<file path="src/rtl/arith_pkg.sv">
// Shared arithmetic-datapath definitions: sequencing states, default width and
// the bit-level carry function used by the serial adder.
package arith_pkg;

  localparam int ADDER_WIDTH = 4;

  typedef enum logic [1:0] {
    ST_IDLE = 2'd0,
    ST_RUN  = 2'd1,
    ST_DONE = 2'd2
  } state_t;

  function automatic logic majority3(input logic x, input logic y, input logic z);
    return (x & y) | (x & z) | (y & z);
  endfunction

endpackage

</file>
<file path="src/rtl/full_adder_bit.sv">
// Single full-adder cell; the serial adder pushes every operand bit through it.
module full_adder_bit
  import arith_pkg::*;
(
  input  logic a,
  input  logic b,
  input  logic cin,
  output logic s,
  output logic cout
);

  assign s    = a ^ b ^ cin;
  assign cout = majority3(a, b, cin);

endmodule

</file>
<file path="src/rtl/serial_adder4bit.sv">
// Bit-serial adder: latches a, b, cin on start, adds one bit per clock LSB first,
// then presents sum/cout with a one-cycle done pulse.
module serial_adder4bit
  import arith_pkg::*;
#(
  parameter int WIDTH = ADDER_WIDTH
) (
  input  logic             clk,
  input  logic             rst_n,
  input  logic             start,
  input  logic [WIDTH-1:0] a,
  input  logic [WIDTH-1:0] b,
  input  logic             cin,
  output logic             busy,
  output logic             done,
  output logic [WIDTH-1:0] sum,
  output logic             cout
);

  localparam int CW = (WIDTH > 1) ? $clog2(WIDTH) : 1;
  localparam logic [CW-1:0] LAST_STEP = CW'(WIDTH - 1);

  state_t           r_state;
  logic [WIDTH-1:0] r_a_sr;
  logic [WIDTH-1:0] r_b_sr;
  logic [WIDTH-1:0] r_acc;
  logic [WIDTH-1:0] r_sum;
  logic             r_carry;
  logic             r_cout;
  logic [CW-1:0]    r_cnt;

  logic             w_s;
  logic             w_c;

  full_adder_bit u_fa (
    .a    (r_a_sr[0]),
    .b    (r_b_sr[0]),
    .cin  (r_carry),
    .s    (w_s),
    .cout (w_c)
  );

  // NOTE: state uses non-blocking assignments so every register samples pre-edge values.
  always_ff @(posedge clk) begin
    if (!rst_n) begin
      r_state <= ST_IDLE;
      r_a_sr  <= '0;
      r_b_sr  <= '0;
      r_acc   <= '0;
      r_sum   <= '0;
      r_carry <= 1'b0;
      r_cout  <= 1'b0;
      r_cnt   <= '0;
    end else begin
      case (r_state)
        ST_IDLE, ST_DONE: begin
          if (start) begin
            r_a_sr  <= a;
            r_b_sr  <= b;
            r_carry <= cin;
            r_acc   <= '0;
            r_cnt   <= '0;
            r_state <= ST_RUN;
          end else begin
            r_state <= ST_IDLE;
          end
        end
        ST_RUN: begin
          // r_acc is kept apart from r_sum so partial results never reach the port.
          r_acc   <= {w_s, r_acc[WIDTH-1:1]};
          r_a_sr  <= r_a_sr >> 1;
          r_b_sr  <= r_b_sr >> 1;
          r_carry <= w_c;
          if (r_cnt == LAST_STEP) begin
            r_sum   <= {w_s, r_acc[WIDTH-1:1]};
            r_cout  <= w_c;
            r_state <= ST_DONE;
          end else begin
            r_cnt   <= r_cnt + CW'(1);
          end
        end
        default: r_state <= ST_IDLE;
      endcase
    end
  end

  assign busy = (r_state == ST_RUN);
  assign done = (r_state == ST_DONE);
  assign sum  = r_sum;
  assign cout = r_cout;

endmodule

</file>
<file path="config.mk">
export PLATFORM = sky130hd
export DESIGN_NAME = serial_adder4bit
export DESIGN_NICKNAME = d
export VERILOG_FILES = /design/src/rtl/arith_pkg.sv /design/src/rtl/full_adder_bit.sv /design/src/rtl/serial_adder4bit.sv
export SDC_FILE = /design/constraint.sdc
export NUM_CORES = 1
export LEC_CHECK = 0
export CORE_ASPECT_RATIO = 2
export CORE_MARGIN = 2
export CORE_UTILIZATION = 27
export DETAILED_ROUTE_END_ITERATION = 8
export GPL_TIMING_DRIVEN = 1
export PLACE_DENSITY = 0.5
export SETUP_SLACK_MARGIN = 0.02
export SYNTH_ARGS = -nofsm -noshare
export SYNTH_HDL_FRONTEND = slang
export SYNTH_HIERARCHICAL = 1
export SYNTH_SLANG_ARGS = --single-unit
</file>
<file path="constraint.sdc">
create_clock -name clk -period 1.3 [get_ports clk]
set_input_delay 0.195 -clock clk [delete_from_list [all_inputs] [get_ports clk]]
set_output_delay 0.195 -clock clk [all_outputs]
set_load 0.01 [all_outputs]
</file>
After elaboration in Yosys (flattened, before gate mapping)
Cells that the tools add are included.
- register bits after elaboration: 22
- latch bits: 0
- RAM bits: 0
- memory bits (read-only): 0
- input port bits: 12
- output and inout port bits: 7
- word-level logic and storage cells: 42
- memories: 0
- $add $sub $neg: 1
- multiply operators: 0
- divide/modulo/power cells: 0
- $lt $le $gt $ge: 0
- eq/ne operators: 6
- shift-type cells: 0
- multiplexer cells: 14
- bitwise logic cells: 7
- reduce and logical (&&, ||, !) cells: 6
- operators by type and width (operator ; count):
    $pmux W4 S2 ; 3
    $mux W4 ; 3
    $pmux W2 S2 ; 2
    $mux W2 ; 3
    $eq A2 B2 Y1 const B ; 2
    $ne A2 B2 Y1 const B ; 2
    $reduce_and A2 Y1 ; 2
    $and A1 B1 Y1 ; 3
    $reduce_and A3 Y1 ; 1
    $add A2 B1 Y2 const B ; 1
    $eq A2 B1 Y1 const B ; 1
    $logic_not A2 Y1 ; 1
    $mux W1 ; 2
    $ne A2 B1 Y1 const B ; 1
    $or A1 B1 Y1 ; 2
    $pmux W1 S2 ; 1
    $reduce_bool A2 Y1 ; 1
    $reduce_or A2 Y1 ; 1
    $xor A1 B1 Y1 ; 2

Depth between registers and ports, before layout
- depth in word-level cells: 4
- mapped depth: 5
- depth with buffers taken out: 4

Cells and area by module
Netlist, hierarchy kept.
- by module, submodules not included (module ; times used ; cells each ; area each (sq um)):
    serial_adder4bit ; 1 ; 102 ; 885.8
    full_adder_bit ; 1 ; 1 ; 20.0

Worst setup path before layout
OpenSTA, ideal clock, no wires.
- path kind: register to register
- start point: register r_cnt[0]
- end point: register r_cnt[1]
- arrival time: 1.044 ns
- required time: 1.184 ns
- slack: 0.139 ns
- cell stages (with the launch flop): 6
- path buffers: 1
- clock period less this slack: 1.161 ns
- path through: dfxtp_1 ha_1 buf_2 nor3b_2 nand3b_1 a21boi_1
- cells in the longest elaborated chain, start to end: 3
- elaborated cells between the ends (all ways): 6
- RTL lines (element ; line ; source):
    start, declared ; serial_adder4bit.sv:30 ; logic [CW-1:0] r_cnt;
    start signal, assigned ; serial_adder4bit.sv:79 ; r_cnt <= r_cnt + CW'(1);
    $add A2 B1 Y2 / $eq A2 B2 Y1 (equally long branches) ; serial_adder4bit.sv:79, serial_adder4bit.sv:74 ;
    $mux W2 / $ne A2 B2 Y1 (equally long branches) ; -- ;
    $pmux W2 S2 / $reduce_and A3 Y1 (equally long branches) ; -- ;
Several ways; a longest one is shown, not always the timed one. The select of a mux whose other input is x is not followed.
A chain may end at the register's enable or synchronous reset.

Final worst setup path
- start point: register r_cnt[0]
- end point: register r_cnt[0]
Same word-level chain as after synthesis.

==> flow_summary.toml <==
[floorplanning]
die-width_um = 45.0
rows = 29
floorplan.die_area_um2 = 3860
core_area_um2 = 3190
die_height_um = 85.9
start_util_pct = 28.4
ios = 19

[timing]
fmaxAchievable_ghz = 0.841
grt_setup_unrepaired = "false"
max_slew_margin_pct = 80.7
tns_ns = 0
final_period_minus_worst_setup_slack_ns = 1.19
number_of_hold_slack_violations_in_the_final_timing_report = 0
tightestPinTransition_ns = 0.289
setup_viol = 0
slew_violations = 0
min_period_over_period_pct = 91.4
hold_ws_ns = 0.450
skew_ns = 0.00365

[detailed_routing]
avgViaCountPerCell = 4.78
detailedRoute.firstPassIterationCount = 6
post-route-drc-count = 0
drt-total-wl_um = 1850
via_count = 741
post_drt_wl_per_cell_um = 11.9
drt_iter0_drc = 15
drt.antenna.violating_nets = 0

[synth]
synth_nets = 117
ys_seq_area_share_pct = 46.4
synth.area.top_cells = "dfxtp_1 (46%), nand2_1 (10%), a21boi_1 (9.9%)"
post_synth_num_cell_types = 20
post_synth.cell_area_avg_um2 = 8.79
synth_top_area_cell = "dfxtp_1"
yosys_warnings = 6
synth_largest_type_area_fraction_pct = 46.4
synthesis.area_um2 = 906
ys_ff_latch = 21
syn_inst = 103

[clock_tree]
cts.repair_timing.setup_buffer_count = 0
clkSinkCount = 21
tritoncts = "built"
clkTransAtPathRegs_ns = 0.08
cts_buffers = 3
clock_tree.htree_level_count = 1
clock_insertion_delay_worst_skew_ns = 0.26
cts.hold.buffers_added = 0
cts-root-to-sink-buffers = 2
clockRootBuffer = "clkbuf_8"

[power_and_ir_drop]
power.density_cell_area_nw_per_um2 = 1120
vdd_drop_max_uv = 543
power_leakage_uw = 0.000462

[layout]
fraction_of_final_layout_cells_with_drive_strength_greater_than_1_pct = 12.9
final_net_count = 139
syn_to_final_growth_pct = 28.9
num_antenna_cells = 0

[global_route]
track_usage_pct = 11.0
antenna_found_initial = 0
grt_pass1_wl_um = 3150
number_of_global_route_vias_before_repair = 720
pin_count_of_the_biggest_net_entering_global_routing = 22
grt_overflow_total = 0

[critical_path]
worstSetupEndpointType = "register"
crit_path_top_delay_cell = "dfxtp_1"
critical_path.startpoint_type = "register"
cp.arrival_ns = 1.34
crit_start = "r_cnt[0]"
timing.rr.end = "r_cnt[0]"
critPathMaxFanout = 5
cp_cell_sequence = "ha_1, nor3b_2, nand3b_1, a21boi_1"
cp_data_required_time_ns = 1.46
path_class = "reg2reg"
slowest_delay_ns = 0.33
reg2reg_start = "r_cnt[0]"
ff2ff_path_depth = 4
reg2reg_setup_slack_ns = 0.11

[placed_design]
place_congestion = 0.708
place.detailed.hpwl_um = 1350
placement.io_buffers = 18

[min_path]
hold-path-cell-count = 2
min_path_type = "reg2reg"
worst_min_path_start = "sum[3]"
min_to = "sum[3]"

[run_status]
status = "finished clean"

[job]
maxCapViolCount = 0
sequential cells by signal, indices dropped and copies added (netlist names):
name	flops
sum	4
r_carry	1
r_b_sr	4
cout	1
r_cnt	2
r_a_sr	4
r_state	2
r_acc	3
metal layers:
metal / global-route usage, % / up-vias / share of wire [%]
met5: 0 / - / 0
met4: 6.42 / 0 / 1.5
met3: 1.89 / 2 / 3.5
met2: 18.8 / 11 / 51
met1: 11.9 / 336 / 44
li1: - / 392 / -
logic make-up after synthesis:
group / synth area share [%]
AOI/OAI and AO/OA: 19.5
adders and majority gates: 3.59
buffers and inverters: 6.08
DFF: 46.4
and+or+nand+nor: 24.4
worst max-delay path by stage:
stage	endpoint	slack, ns	depth (start not counted)
after floorplan	r_cnt[1]	0.14	5
after global placement	r_b_sr[0]	-0.002	5
after detailed placement	r_b_sr[0]	-0.01	5
after CTS	busy	0.01	3
after global routing	r_cnt[0]	0.03	4
final	r_cnt[0]	0.11	4
synthesized netlist by cell type:
cell      instances
buf_2             2
nand3_1          10
buf_6             3
nand2b_2          2
o21ai_0           4
ha_1              1
dfxtp_1          21
a31oi_1           7
inv_2             1
nand2_1          25
clkbuf_1          2
and3_1            1
fa_1              1
nand3b_1          3
nor3b_2           1
nor2b_1           2
a21boi_1         12
nand2b_1          1
o21ai_1           3
o21a_1            1
through the flow:
stage / instances / power [uW] / setup WS, ns / cell area (um^2) / utilization (%)
after CTS: 155 / 1340 / 0.0141 / 1170 / 36.6
final: 155 / 1310 / 0.112 / 1170 / 36.6
after global placement: 151 / 903 / -0.00179 / 1130 / 35.4
after detailed placement: 151 / 908 / -0.0146 / 1130 / 35.4
after floorplan: 103 / 833 / 0.139 / 906 / -
after global routing: 155 / 1400 / 0.0260 / 1170 / 36.6
where the power goes:
part	switching, uW	internal (uW)
registers	22.3	678
logic	90.3	94.8
clock network	214	213
total	326	986
cells in the final DEF, fill, tap and decap left out:
cell and instances:
nand2_1 25, inv_2 1, nor3b_2 1, ha_1 1
buf_4 5, o21ai_1 3, clkbuf_2 1, clkinv_2 1
o21a_1 1, clkdlybuf4s50_1 11, a21boi_1 12, o21ai_0 4
a31oi_1 7, dfxtp_2 1, dlygate4sd2_1 5, nand3b_1 3
nand2b_1 1, dfxtp_1 20, buf_12 1, clkdlybuf4s15_1 1
nor2b_1 2, nand2b_2 2, clkbuf_8 3, fa_1 1
nand3_1 10, and3_1 1
area by class of cell:
cell class | instances | area [um^2]
multi-input cells | 74 | 430
well taps | 31 | 38.8
inverters | 1 | 3.75
flip-flops and latches | 21 | 422
repair buffers | 24 | 226
clock inverters | 1 | 5.00
fillers | 353 | 2030
clock buffers | 3 | 41.3
worst max-delay path, delay by kind of cell (launching register included):
kind,cells,cell delay (ns)
compound gates,1,0.06
fa+ha+maj,1,0.25
flops,1,0.33
simple gates,2,0.45
what timing repair did:
action	CTS	global route
gates resized for setup	8	3
setup endpoints to repair	7	2
pin swaps	0	0
No activity file was read; power rests on OpenSTA's default activity.
